File: config.mk
export PLATFORM = sky130hd
export DESIGN_NAME = ps2_led_cmd_ctrl_flat
export DESIGN_NICKNAME = d
export VERILOG_FILES = /design/src/rtl/ps2_led_cmd_ctrl_if.sv /design/src/rtl/ps2_led_cmd_ctrl.sv /design/src/flat_wrapper.sv
export SDC_FILE = /design/constraint.sdc
export NUM_CORES = 1
export LEC_CHECK = 0
export BUFFER_PORTS_ARGS = -buffer_cell sky130_fd_sc_hd__buf_4
export CAP_MARGIN = 15
export CORE_MARGIN = 3
export CORE_UTILIZATION = 45
export CTS_BUF_LIST = sky130_fd_sc_hd__clkbuf_2
export DETAILED_ROUTE_END_ITERATION = 12
export PLACE_DENSITY = 0.75
export SLEW_MARGIN = 10
export SYNTH_ARGS = -nofsm -noshare
export SYNTH_HDL_FRONTEND = slang
export SYNTH_SLANG_ARGS = --single-unit
File: constraint.sdc
create_clock -name clk_2 -period 1.6 [get_ports clk_2]
set_clock_uncertainty 0.05 [all_clocks]
set_input_delay 0.32 -clock clk_2 [delete_from_list [all_inputs] [get_ports clk_2]]
set_output_delay 0.32 -clock clk_2 [all_outputs]
set_load 0.005 [all_outputs]
File: src/rtl/ps2_led_cmd_ctrl_if.sv
// Bundles the PS/2 LED controller's receive, transmit and status signals.
// The master side is the controller and the slave side is its surroundings.
interface ps2_led_cmd_ctrl_if;
  logic       clk_300k;
  logic       code_new_updated;
  logic [7:0] check_code;
  logic       tx_ready;
  logic       tx_start;
  logic [7:0] tx_data;
  logic [2:0] led_state;
  logic       busy;
  logic       err;

  modport master (
    input  clk_300k, code_new_updated, check_code, tx_ready,
    output tx_start, tx_data, led_state, busy, err
  );
  modport slave (
    output clk_300k, code_new_updated, check_code, tx_ready,
    input  tx_start, tx_data, led_state, busy, err
  );
endinterface

File: src/rtl/ps2_led_cmd_ctrl.sv
// Lock-key LED tracker and PS/2 "Set LEDs" (0xED, value) sequencer with timeout and retry.
// Define LEDS_BAT_RESYNC_EN to re-send the LED state after a keyboard self-test byte (0xAA).
module ps2_led_cmd_ctrl #(
  parameter int unsigned ACK_TIMEOUT = 6000,
  parameter int unsigned MAX_RETRY   = 3,
  parameter logic [7:0]  CODE_CAPS   = 8'h58,
  parameter logic [7:0]  CODE_NUM    = 8'h77,
  parameter logic [7:0]  CODE_SCROLL = 8'h7E
) (
  input logic                 clk_2,
  input logic                 rst_n,
  ps2_led_cmd_ctrl_if.master  bus
);
  localparam int TW = $clog2(ACK_TIMEOUT + 1);
  localparam int RW = $clog2(MAX_RETRY + 1);
  localparam logic [TW-1:0] TMAX = ACK_TIMEOUT[TW-1:0];
  localparam logic [RW:0]   RMAX = MAX_RETRY[RW:0];

  typedef enum logic [2:0] {IDLE, SEND_CMD, WAIT_ACK1, SEND_VAL, WAIT_ACK2} state_e;

  state_e        state_q;
  logic          pending_q, brk_q, ext_q, err_q;
  logic [2:0]    held_q, led_q;
  logic [RW-1:0] retry_q;
  logic [TW-1:0] timer_q;
  logic [7:0]    tx_data_q;

  logic       rx, in_wait, is_ack, is_nak, is_f0, is_e0, bat, key, plain, tog, resync, set_pend, timeout;
  logic [2:0] hit;
  logic [RW:0] retry_inc;

  assign rx      = bus.code_new_updated;
  assign in_wait = (state_q == WAIT_ACK1) || (state_q == WAIT_ACK2);
  assign is_ack  = rx && (bus.check_code == 8'hFA);
  assign is_nak  = rx && (bus.check_code == 8'hFE);
  assign is_f0   = bus.check_code == 8'hF0;
  assign is_e0   = bus.check_code == 8'hE0;
  assign hit     = {bus.check_code == CODE_CAPS, bus.check_code == CODE_NUM,
                    bus.check_code == CODE_SCROLL};
`ifdef LEDS_BAT_RESYNC_EN
  assign bat     = rx && (bus.check_code == 8'hAA);
  assign resync  = bat && ((state_q == IDLE) || in_wait);
`else
  assign bat     = 1'b0;
  assign resync  = 1'b0;
`endif
  // ACK/NAK bytes are protocol replies, never keys, and leave break/extend prefixes intact.
  assign key       = rx && !is_ack && !is_nak && !bat;
  assign plain     = key && !is_f0 && !is_e0;
  assign tog       = plain && !brk_q && !ext_q && |(hit & ~held_q);
  assign set_pend  = tog || resync;
  assign timeout   = timer_q >= TMAX;
  assign retry_inc = {1'b0, retry_q} + 1'b1;

  always_ff @(posedge clk_2) begin
    if (!rst_n) begin
      state_q   <= IDLE;
      pending_q <= 1'b0;
      brk_q     <= 1'b0;
      ext_q     <= 1'b0;
      err_q     <= 1'b0;
      held_q    <= '0;
      led_q     <= '0;
      retry_q   <= '0;
      timer_q   <= '0;
      tx_data_q <= '0;
    end else begin
      if (key) begin
        if (is_f0) brk_q <= 1'b1;
        else if (is_e0) ext_q <= 1'b1;
        else begin
          brk_q <= 1'b0;
          ext_q <= 1'b0;
          for (int i = 0; i < 3; i++) begin
            if (hit[i] && !ext_q) begin
              if (brk_q) held_q[i] <= 1'b0;
              else if (!held_q[i]) begin
                led_q[i]  <= ~led_q[i];
                held_q[i] <= 1'b1;
              end
            end
          end
        end
      end

      if (set_pend) pending_q <= 1'b1;

      case (state_q)
        IDLE: if (pending_q) begin
          pending_q <= set_pend;
          tx_data_q <= 8'hED;
          state_q   <= SEND_CMD;
        end
        SEND_CMD: if (bus.tx_ready) begin
          timer_q <= '0;
          state_q <= WAIT_ACK1;
        end
        SEND_VAL: if (bus.tx_ready) begin
          timer_q <= '0;
          state_q <= WAIT_ACK2;
        end
        WAIT_ACK1, WAIT_ACK2: begin
          if (is_ack) begin
            if (state_q == WAIT_ACK1) begin
              tx_data_q <= {5'b0, led_q};
              state_q   <= SEND_VAL;
            end else begin
              retry_q <= '0;
              err_q   <= 1'b0;
              state_q <= IDLE;
            end
          end else if (is_nak || timeout) begin
            if (retry_inc < RMAX) begin
              retry_q   <= retry_inc[RW-1:0];
              tx_data_q <= 8'hED;
              state_q   <= SEND_CMD;
            end else begin
              retry_q <= '0;
              err_q   <= 1'b1;
              state_q <= IDLE;
            end
          end else if (bus.clk_300k && !timeout) begin
            timer_q <= timer_q + 1'b1;
          end
        end
        default: state_q <= IDLE;
      endcase
    end
  end

  // tx_start is gated by the live tx_ready so no pulse can be issued to a busy transmitter.
  assign bus.tx_start  = ((state_q == SEND_CMD) || (state_q == SEND_VAL)) && bus.tx_ready;
  assign bus.tx_data   = tx_data_q;
  assign bus.led_state = led_q;
  assign bus.busy      = state_q != IDLE;
  assign bus.err       = err_q;
endmodule

File: src/flat_wrapper.sv
// flat-port wrapper written by rule: the top's interface ports become plain ports
module ps2_led_cmd_ctrl_flat 
#(
  parameter int unsigned ACK_TIMEOUT = 6000,
  parameter int unsigned MAX_RETRY   = 3,
  parameter logic [7:0]  CODE_CAPS   = 8'h58,
  parameter logic [7:0]  CODE_NUM    = 8'h77,
  parameter logic [7:0]  CODE_SCROLL = 8'h7E
)
  (clk_2, rst_n, bus_clk_300k, bus_code_new_updated, bus_check_code, bus_tx_ready, bus_tx_start, bus_tx_data, bus_led_state, bus_busy, bus_err);
  ps2_led_cmd_ctrl_if bus_i ();
  input logic clk_2;
  input logic rst_n;
  input wire logic [$bits(bus_i.clk_300k)-1:0] bus_clk_300k;
  input wire logic [$bits(bus_i.code_new_updated)-1:0] bus_code_new_updated;
  input wire logic [$bits(bus_i.check_code)-1:0] bus_check_code;
  input wire logic [$bits(bus_i.tx_ready)-1:0] bus_tx_ready;
  output wire logic [$bits(bus_i.tx_start)-1:0] bus_tx_start;
  output wire logic [$bits(bus_i.tx_data)-1:0] bus_tx_data;
  output wire logic [$bits(bus_i.led_state)-1:0] bus_led_state;
  output wire logic [$bits(bus_i.busy)-1:0] bus_busy;
  output wire logic [$bits(bus_i.err)-1:0] bus_err;
  assign bus_i.clk_300k = bus_clk_300k;
  assign bus_i.code_new_updated = bus_code_new_updated;
  assign bus_i.check_code = bus_check_code;
  assign bus_i.tx_ready = bus_tx_ready;
  assign bus_tx_start = bus_i.tx_start;
  assign bus_tx_data = bus_i.tx_data;
  assign bus_led_state = bus_i.led_state;
  assign bus_busy = bus_i.busy;
  assign bus_err = bus_i.err;
  ps2_led_cmd_ctrl #(.ACK_TIMEOUT(ACK_TIMEOUT), .MAX_RETRY(MAX_RETRY), .CODE_CAPS(CODE_CAPS), .CODE_NUM(CODE_NUM), .CODE_SCROLL(CODE_SCROLL)) u_core (.clk_2(clk_2), .rst_n(rst_n), .bus(bus_i));
endmodule
# Word-level counts from Yosys, hierarchy flattened
# Cells that the tools add are included.
# classes
addsub	2
order_cmp	2
eq_ne	24
muxes	34
bitwise_logic	11
reduce_logical	44
# op_table
operator	n
$mux 13	4
$mux 8	5
$eq 8x8->1 const B	4
$pmux 13 s2	1
$eq 8x7->1 const B	3
$reduce_and 4->1	5
$reduce_and 6->1	3
$pmux 8 s2	1
$mux 3	5
$logic_and 1x1->1	14
$add 13x1->13 const B	1
$ge 13x13->1 const B	1
$mux 1	12
$pmux 3 s4	1
$mux 2	5
$ne 2x1->1 const B	5
$ne 2x2->1 const B	5
$reduce_and 5->1	2
$not 1->1	9
$logic_not 1->1	7
$eq 3x2->1 const B	2
$ne 3x1->1 const B	2
$reduce_bool 2->1	3
$reduce_and 2->1	2
other kinds (13)	15
# totals
ff_bits	36
in_bits	13
out_inout_bits	14
wordCells	131

# Longest topological paths before layout
# Gate-level depths: netlist of the first run.
# logic_depth
word_depth	13
ltp_mapped	7
depth_no_buf	6

# Worst setup path after synthesis of the first run
# Ideal clock, no wire load.
# synth_path
path_type	in2reg
start	in bus_check_code[5]
end	reg u_core.tx_data_q[0] (netlist: u_core.bus.tx_data[0])
arrival_ns	1.512
setup_slack_ns	-0.081
stages	6
path_buffers	1
cell_sequence	and3_1 > buf_4 > and3_2 > a211oi_1 > nor3b_2 > o221a_2
# synth_between
elab_chain_len	5
# synth_rtl
element	line	source
start, declared	flat_wrapper.sv:16	input wire logic [$bits(bus_i.check_code)-1:0] bus_check_code;
$eq 8x8->1	ps2_led_cmd_ctrl.sv:35	assign is_nak = rx && (bus.check_code == 8'hFE);
$logic_and 1x1->1	ps2_led_cmd_ctrl.sv:35	
$logic_or 1x1->1	ps2_led_cmd_ctrl.sv:112	end else if (is_nak || timeout) begin
$ne 3x1->1 (no line)	n/a	
$reduce_and 5->1 (no line)	n/a	
end signal, assigned	ps2_led_cmd_ctrl.sv:105	tx_data_q <= {5'b0, led_q};
end, declared	ps2_led_cmd_ctrl.sv:26	logic [7:0] tx_data_q;
# Parallel ways exist; a longest one is shown, timed or not.
# A chain may end at the register's enable or synchronous reset.

# Final worst setup path of the first run
# layout_path
start	reg u_core.state_q[2]
end	out bus_busy
# layout_between
elab_chain_len	1
# layout_rtl
element	line	source
start, declared	ps2_led_cmd_ctrl.sv:21	state_e state_q;
start signal, assigned	ps2_led_cmd_ctrl.sv:57	state_q <= IDLE;
start signal, assigned	ps2_led_cmd_ctrl.sv:92	state_q <= SEND_CMD;
start signal, assigned	ps2_led_cmd_ctrl.sv:96	state_q <= WAIT_ACK1;
$reduce_bool 3->1	ps2_led_cmd_ctrl.sv:135	assign bus.busy = state_q != IDLE;
end, declared	flat_wrapper.sv:21	output wire logic [$bits(bus_i.busy)-1:0] bus_busy;
# Every way passes these cells.

==> results.yml, run 1 <==
outcome:
  outcome: "finished, violations left"
  violations: "setup timing"
route:
  route.detailed.drc: 0
  dr.pass1.iters: 4
  drt-wirelength-per-cell_microns: 14.51
  drt_iter0_drc: 154
  vias_per_cell: 5.789
  wl_mm: 4.949
  vias: 1974
  route.antenna.remaining_nets: 0
synth:
  synth_top_area_cell: "dfxtp_1"
  syn_inst: 221
  seq_area_frac_synth_pct: 35.73
  synthTopCellsByArea: "dfxtp_1 (36%), nand2_1 (5.2%), a31oi_1 (4.2%)"
  avgSynthCellArea_sq_um: 8.113
  synth_top_cell_area_share_pct: 35.73
  yosysMostFrequentCell: "dfxtp_1"
  ys_warn_count: 0
  synthArstFlopShare_pct: 0
  ys_top_cells_by_count: "dfxtp_1 (32), nand2_1 (25), nor2_1 (15)"
  syn_area_sq_um: 1793
  ys.flop_type: "dfxtp_1"
  ys_seq_elements: 32
  synth_edf_count: 0
  synth_cell_types: 49
  syn_nets: 236
floorplanning:
  die_h_microns: 69.12
  die_w_microns: 69.12
  fp-row-count: 22
  initial_core_util_pct: 47.89
  core_area_sq_um: 3744
  num_io_pins: 27
  die-area_sq_um: 4778
sta:
  finalWorstSetupSlack_ps: -176.6
  fmax_mhz: 562.9
  setup_viol: 17
  period_needed_ps: 1777
  hold_viol_final: 0
  drv_slew: 0
  timing.final.crit_share_pct: 111.0
  rsz0062_at_grt: "true"
worst_setup_path:
  arrival_ps: 1410
  criticalPathCategory: "reg2out"
  reg2reg_slack_ps: -120
  endpoint_kind: "output pin"
  cp-startpoint: "u_core.state_q[2]$_SDFFE_PN0P_"
  crit_path_start_kind: "flip-flop"
  reg2reg_from: "u_core.timer_q[6]$_SDFFE_PN0P_"
  critPathMaxFanout: 5
  r2r_cells: 5
  crit_path_end: "bus_busy"
  reg2reg_to: "u_core.timer_q[10]$_SDFFE_PN0P_"
  critPathRequiredTime_ps: 1230
place:
  port_buffers: 25
  dp_slack_ps: -263.2
  place_congestion: 0.8945
  placed_cell_area_sq_um: 2317
  dp_hpwl_mm: 3.378
flow_run:
  maxCapViolCount: 0
clocking:
  cts_made_buffers: 5
  cts-root-buf: "clkbuf_2"
  cts.path.max_buffers: 2
  clk-insertion-delay-late_ps: 400
  clk_pin_slew_ps: 170
  ctsHoldBuffers: 0
  cts_num_sinks: 32
  cts_tree: "done"
  htree_levels: 2
cells_and_area:
  ff_latch_area_sq_um: 653.1
  syn_to_final_growth_pct: 44.94
  diodes: 0
  multi_input_area_sq_um: 1212
  nFillCells: 300
  fin_area_sq_um: 2599
  nets: 307
  drive_gt1_share_pct: 41.30
  finalCoreUtilization_pct: 69.42
global_route:
  grt_start_max_net_pins: 15
  grtUsageTotal_pct: 20.29
  grt-ovfl-total: 0
  antenna_found_initial: 0
  grt_pass1_vias: 1751
  grt_pass1_wl_mm: 7.962
power_and_ir_drop:
  vdd_drop_max_uv: 327.5
  power_density_nw_per_um2: 519.6
  p_leak_nw: 1.018
worst_hold_path:
  min_path_type: "in2reg"
-- registers in the layout (all words and copies together), names as in the netlist --
| register | flops |
|---|---|
| u_core.timer_q | 13 |
| u_core.held_q | 3 |
| u_core.retry_q | 2 |
| u_core.brk_q | 1 |
| u_core.bus.err | 1 |
| u_core.bus.tx_data | 4 |
| u_core.ext_q | 1 |
| u_core.state_q | 3 |
| u_core.pending_q | 1 |
| u_core.bus.led_state | 3 |
-- timing repair --
action | 4_1_cts | 5_1_grt
setup endpoints to repair | 18 | 22
gates resized for setup | 25 | 21
setup buffers | 5 | 3
pin swaps | 8 | 11
gates cloned | 1 | 1
-- layout make-up --
class | instances | area share, %
multi-input cells | 167 | 46.65
clock buffers | 5 | 0.9629
inverters | 11 | 1.589
well taps | 48 | 2.311
flip-flops and latches | 32 | 25.13
repair buffers | 75 | 22.82
clock inverters | 3 | 0.5296
-- worst min path at each step --
stage,startpoint,end,slack (ps),depth (start not counted)
global route,bus_tx_ready,u_core.state_q[1]$_SDFFE_PN0P_,150,4
floorplan,u_core.pending_q$_SDFF_PN0_,u_core.pending_q$_SDFF_PN0_,380,2
detailed placement,u_core.pending_q$_SDFF_PN0_,u_core.pending_q$_SDFF_PN0_,410,2
global placement,u_core.pending_q$_SDFF_PN0_,u_core.pending_q$_SDFF_PN0_,390,2
CTS,bus_tx_ready,u_core.state_q[0]$_SDFFE_PN0P_,150,4
finish,bus_tx_ready,u_core.state_q[0]$_SDFFE_PN0P_,160,4
-- layout by cell type, fill, tap and decap left out, types with 2 or more instances in the layout --
master | Yosys | routed
dfxtp_1 | 32 | 24
buf_6 | 1 | 8
nor3b_4 | 0 | 2
and2_1 | 2 | 2
o21ai_0 | 7 | 6
nand3_1 | 12 | 10
a211o_4 | 0 | 2
a211oi_1 | 6 | 5
ha_1 | 2 | 2
inv_1 | 11 | 10
o211ai_1 | 2 | 2
and3b_1 | 2 | 2
nand2b_1 | 4 | 4
a31oi_1 | 12 | 12
a21oi_2 | 1 | 3
nor3b_1 | 3 | 2
a21bo_2 | 2 | 2
o221a_2 | 2 | 2
nor3_1 | 5 | 5
nand4b_1 | 2 | 2
o31ai_1 | 2 | 2
o21ai_2 | 0 | 3
o211a_1 | 2 | 2
nand3b_1 | 5 | 5
nand4_1 | 5 | 5
nand3_2 | 0 | 2
nor4_1 | 6 | 6
o221ai_1 | 2 | 2
dfxtp_2 | 0 | 7
a21oi_1 | 13 | 10
nand2_2 | 0 | 2
mux2i_1 | 4 | 4
nand2_1 | 25 | 22
buf_4 | 5 | 67
and3_1 | 2 | 2
nor2_1 | 15 | 13
clkinv_2 | 0 | 2
clkbuf_2 | 0 | 5
-- where the power goes --
group | total [mW] | switching, mW | internal, mW | leakage [nW]
Clock | 0.388 | 0.291 | 0.0974 | 0.0302
Sequential | 0.807 | 0.00555 | 0.801 | 0.262
Combinational | 0.155 | 0.0793 | 0.0759 | 0.725
-- worst max-delay path, cell delays in order, from the launching register on --
cell     delay (ps)
dfxtp_2         370
buf_6           130
or3_4           370
buf_6           120
-- per-layer routing --
layer | wire length (microns) | vias up | global-route usage, %
met2 | 2345 | 51 | 31.04
met5 | 0 | - | 0
met1 | 2261 | 937 | 27.16
li1 | - | 977 | -
met4 | 87 | 0 | 8.026
met3 | 254 | 9 | 5.248
-- cells by family (layout without fill, tap and decap cells) --
group                    count (synthesis)  count (layout)  synth area share (%)
multiplexers                             4               4                 2.233
XOR/XNOR                                 2               2                0.9771
other                                    1               1                0.2092
adder cells (fa/ha/maj)                  2               2                 1.395
flip-flops                              32              32                 35.73
AO/OA/AOI/OAI                           61              62                 23.94
buffers and inverters                   23              94                 6.420
AND/OR/NAND/NOR                         96              96                 29.10
-- stage by stage --
stage	instances	hold slack, ps	total power, mW	TNS (ps)
global route	341	152.5	1.402	-2990
finish	341	159.6	1.350	-1233
CTS	337	151.7	1.344	-771.1
detailed placement	324	406.1	0.9647	-4864
global placement	324	391.5	0.9619	-4237
floorplan	221	382.3	0.8901	-2.657
No activity file was read; power rests on OpenSTA's default activity.
==> run 2, diff against run 1 <==
- CORE_ASPECT_RATIO: default -> 0.75
- RECOVER_POWER: default -> 100
- TNS_END_PERCENT: default -> 30
==> results.yml, run 2 (synthesis results as in run 1) <==
place:
  dp_slack_ps: -234.1
  placed_cell_area_sq_um: 2360
  place_congestion: 0.9102
  place_inst: 333
  dp_hpwl_mm: 3.608
  port_buffers: 25
cells_and_area:
  final_cell_mix: "buf_4 (56), nand2_1 (23), dfxtp_1 (23)"
  nets: 314
  largest_register: "u_core.timer_q"
  drive_gt1_share_pct: 40.67
  ff_latch_area_sq_um: 656.9
  nFillCells: 258
  fin_area_sq_um: 2680
  final_common_cell: "buf_4"
  finalCoreUtilization_pct: 71.81
  fin_cells: 352
  syn_to_final_growth_pct: 49.48
  diodes: 0
  largest_reg_flops: 13
  multi_input_area_sq_um: 1214
global_route:
  grt_start_max_net_pins: 15
  grtUsageTotal_pct: 24.79
  antenna_found_initial: 0
  grt-ovfl-total: 0
  grt_pass1_vias: 1897
  grt_pass1_wl_mm: 9.080
route:
  dr.pass1.iters: 6
  route.antenna.remaining_nets: 0
  route.detailed.drc: 0
  wl_mm: 6.173
  vias: 2196
  vias_per_cell: 6.239
  drt_iter0_drc: 348
  drt-wirelength-per-cell_microns: 17.54
worst_setup_path:
  crit_path_start_kind: "flip-flop"
  criticalPathCategory: "reg2out"
  endpoint_kind: "output pin"
  critPathMaxFanout: 4
  reg2reg_to: "u_core.timer_q[6]$_SDFFE_PN0P_"
  critPathRequiredTime_ps: 1230
  r2r_cells: 9
  reg2reg_from: "u_core.state_q[2]$_SDFFE_PN0P_"
  arrival_ps: 1370
  reg2reg_slack_ps: -120
clocking:
  cts_made_buffers: 5
  clk_pin_slew_ps: 180
  cts_num_sinks: 32
  htree_levels: 2
  cts-root-buf: "clkbuf_2"
  cts_tree: "done"
  cts.path.max_buffers: 2
  ctsHoldBuffers: 0
  clk-insertion-delay-late_ps: 400
floorplanning:
  die_w_microns: 78.89
  num_io_pins: 27
  fp-row-count: 19
  core_area_sq_um: 3732
  initial_core_util_pct: 48.04
  die_h_microns: 60.67
  die-area_sq_um: 4786
outcome:
  outcome: "finished, violations left"
  violations: "setup timing"
worst_hold_path:
  min_from: "rst_n"
  min_to: "u_core.bus.tx_data[0]$_SDFFE_PN0P_"
  min_path_type: "in2reg"
  hold_depth: 2
power_and_ir_drop:
  p_leak_nw: 1.039
  power_density_nw_per_um2: 575.2
  vdd_drop_max_uv: 539.8
sta:
  fin_setup_tns_ps: -1239
  setup_viol: 22
  period_needed_ps: 1739
  timing.final.crit_share_pct: 108.7
  drv_slew: 0
  hold_viol_final: 0
  fmax_mhz: 575.1
  finalWorstSetupSlack_ps: -138.9
  rsz0062_at_grt: "true"
flow_run:
  maxCapViolCount: 0
-- run 2: cell count changes in the layout (fill, tap and decap cells not counted), sizes merged --
cell    change
bufinv      +1
clkbuf     +15
buf         -7
clkinv      -2
-- run 2: final cells by class --
type | instances | area share, %
clock buffers | 6 | 1.120
multi-input cells | 167 | 45.28
clock inverters | 2 | 1.307
repair buffers | 82 | 23.81
well taps | 52 | 2.428
inverters | 11 | 1.541
flip-flops and latches | 32 | 24.51
-- run 2: metal layers --
metal / part of all wire, % / GRT usage, %
met5: 0 / 0
met4: 4.2 / 10.78
met3: 9.5 / 6.083
met2: 44 / 39.90
met1: 42 / 32.36
-- run 2: power breakdown --
| group | total (mW) | internal (mW) | switching [mW] |
|---|---|---|---|
| Sequential | 0.807 | 0.800 | 0.00697 |
| Combinational | 0.167 | 0.0787 | 0.0880 |
| Clock | 0.568 | 0.269 | 0.299 |
-- run 2: critical path: stages, from the launching register on --
cell,delay (ps)
dfxtp_4,400
buf_6,120
nor3b_4,220
buf_6,140
buf_6,80
-- run 2: timing repair --
action                     CTS  global route
gates cloned                 2             0
pin swaps                    8             9
buffers inserted             7             3
resized for setup           31            18
setup endpoints to repair   21            24
-- run 2: worst max-delay path by stage --
stage,from,end,slack [ps],cells after the start
floorplan,u_core.state_q[1]$_SDFFE_PN0P_,u_core.timer_q[10]$_SDFFE_PN0P_,-3,7
global placement,bus_check_code[1],u_core.timer_q[4]$_SDFFE_PN0P_,-220,7
detailed placement,bus_check_code[0],u_core.timer_q[10]$_SDFFE_PN0P_,-230,6
CTS,u_core.state_q[2]$_SDFFE_PN0P_,bus_tx_start,-130,4
global route,u_core.state_q[2]$_SDFFE_PN0P_,bus_tx_start,-180,4
finish,u_core.state_q[2]$_SDFFE_PN0P_,bus_tx_start,-140,4
-- run 2: stage by stage --
stage	hold slack (ps)	power, mW
3_5_place_dp	398.8	0.9687
4_1_cts	188.0	1.526
6_report	191.3	1.542
5_1_grt	169.0	1.584
3_3_place_gp	400.0	0.9653
2_1_floorplan	382.3	0.8901
==> run 3, diff against run 2 <==
- SETUP_SLACK_MARGIN: default -> 0.2
==> results.yml, run 3 (synthesis results as in run 1) <==
sta:
  fmax_mhz: 571.3
  rsz0062_at_grt: "true"
  period_needed_ps: 1750
  finalWorstSetupSlack_ps: -150.3
  fin_setup_tns_ps: -1177
  setup_viol: 17
  whs_ps: 191.1
  hold_viol_final: 0
  drv_slew: 0
  timing.final.crit_share_pct: 109.4
clocking:
  cts.path.max_buffers: 2
  clk_pin_slew_ps: 180
  cts_made_buffers: 5
  cts_tree: "done"
  cts_num_sinks: 32
  htree_levels: 2
  clk-insertion-delay-late_ps: 370
  cts-root-buf: "clkbuf_2"
global_route:
  antenna_found_initial: 0
  grt_pass1_vias: 1710
  grt_start_max_net_pins: 15
  grt-ovfl-total: 0
  grt_pass1_wl_mm: 7.755
  grtUsageTotal_pct: 20.80
cells_and_area:
  drive_gt1_share_pct: 43.52
  largest_reg_flops: 13
  final_cell_mix: "buf_4 (57), dfxtp_1 (23), nand2_1 (22)"
  nets: 315
  largest_register: "u_core.timer_q"
  finalCoreUtilization_pct: 72.88
  diodes: 0
  syn_to_final_growth_pct: 51.71
  fin_area_sq_um: 2720
  final_common_cell: "buf_4"
route:
  drt-wirelength-per-cell_microns: 16.99
  wl_mm: 5.997
  vias: 2127
  drt_iter0_drc: 256
  route.detailed.drc: 0
  vias_per_cell: 6.025
  route.antenna.remaining_nets: 0
  dr.pass1.iters: 5
place:
  placed_cell_area_sq_um: 2374
  port_buffers: 25
  place_congestion: 0.8045
  dp_hpwl_mm: 3.605
floorplanning:
  initial_core_util_pct: 48.04
  core_area_sq_um: 3732
  fp-row-count: 19
  num_io_pins: 27
  die-area_sq_um: 4786
  die_w_microns: 78.89
  die_h_microns: 60.67
worst_setup_path:
  crit_chain: "buf_6 -> xor2_4 -> nand2_2 -> a211oi_2 -> nor3b_4 -> o221a_2"
  crit_family: "compound AO/OA/AOI/OAI gates"
  arrival_ps: 1980
  critPathMaxFanout: 4
  crit_path_start_kind: "flip-flop"
  cp_slowest_cell: "dfxtp_2"
  critPathRequiredTime_ps: 1820
  crit_path_max_incr_delay_ps: 370
  endpoint_kind: "flip-flop"
  criticalPathCategory: "reg2reg"
  critPathBufInv: 1
power_and_ir_drop:
  p_leak_nw: 1.068
  power_density_nw_per_um2: 562.8
  vdd_drop_max_uv: 627.7
  power_mw: 1.531
flow_run:
  maxCapViolCount: 0
worst_hold_path:
  min_path_type: "in2reg"
outcome:
  violations: "setup timing"
  outcome: "finished, violations left"
==> run 3: path summary, 6_finish.rpt <==
kind | from | endpoint | slack, ps | cells after the start
max | u_core.state_q[2]$_SDFFE_PN0P_ | u_core.bus.tx_data[0]$_SDFFE_PN0P_ | -150 | 6
min | bus_tx_ready | u_core.state_q[1]$_SDFFE_PN0P_ | 190 | 4
max reg2reg | u_core.state_q[2]$_SDFFE_PN0P_ | u_core.bus.tx_data[0]$_SDFFE_PN0P_ | -150 | 6
min reg2reg | u_core.bus.err$_SDFFE_PN0P_ | u_core.bus.err$_SDFFE_PN0P_ | 430 | 2
==> run 3: through the flow <==
step           std cells  setup WS (ps)
2_1_floorplan        221          9.822
3_3_place_gp         332         -188.0
3_5_place_dp         332         -244.2
4_1_cts              345         -138.3
5_1_grt              353         -171.8
6_report             353         -150.3
==> run 3: layout make-up <==
class,count,area (sq um)
Clock inverter,2,35.03
Inverter,11,41.29
Tap cell,52,65.06
Timing Repair Buffer,83,665.6
Clock buffer,6,30.03
Fill cell,262,1012
Multi-Input combinational cell,167,1229
Sequential cell,32,654.4
==> run 3: worst min-delay path: stages <==
cell and delay (ps):
buf_4 110, xor2_1 60, nand2_1 60, a211oi_1 60
==> run 3: per-layer routing <==
metal,track usage (%),vias up,routed length [microns]
li1,-,984,-
met4,5.882,0,182
met5,0,-,0
met1,30.40,976,2563
met2,30.96,137,2653
met3,4.748,30,597
==> run 3: power breakdown <==
part	leakage [nW]	switching (mW)	total (mW)	internal, mW
clock network	0.0430	0.291	0.560	0.269
logic	0.762	0.0867	0.163	0.0765
registers	0.263	0.00646	0.808	0.801
==> run 3: timing repair <==
item / CTS / global route
endpoints found under the setup margin: 29 / 30
gates cloned: 0 / 2
resized for setup: 17 / 33
setup buffers: 5 / 6
hold endpoints to repair: 0 / 0
pin swaps: 11 / 18
hold buffers: 0 / 0
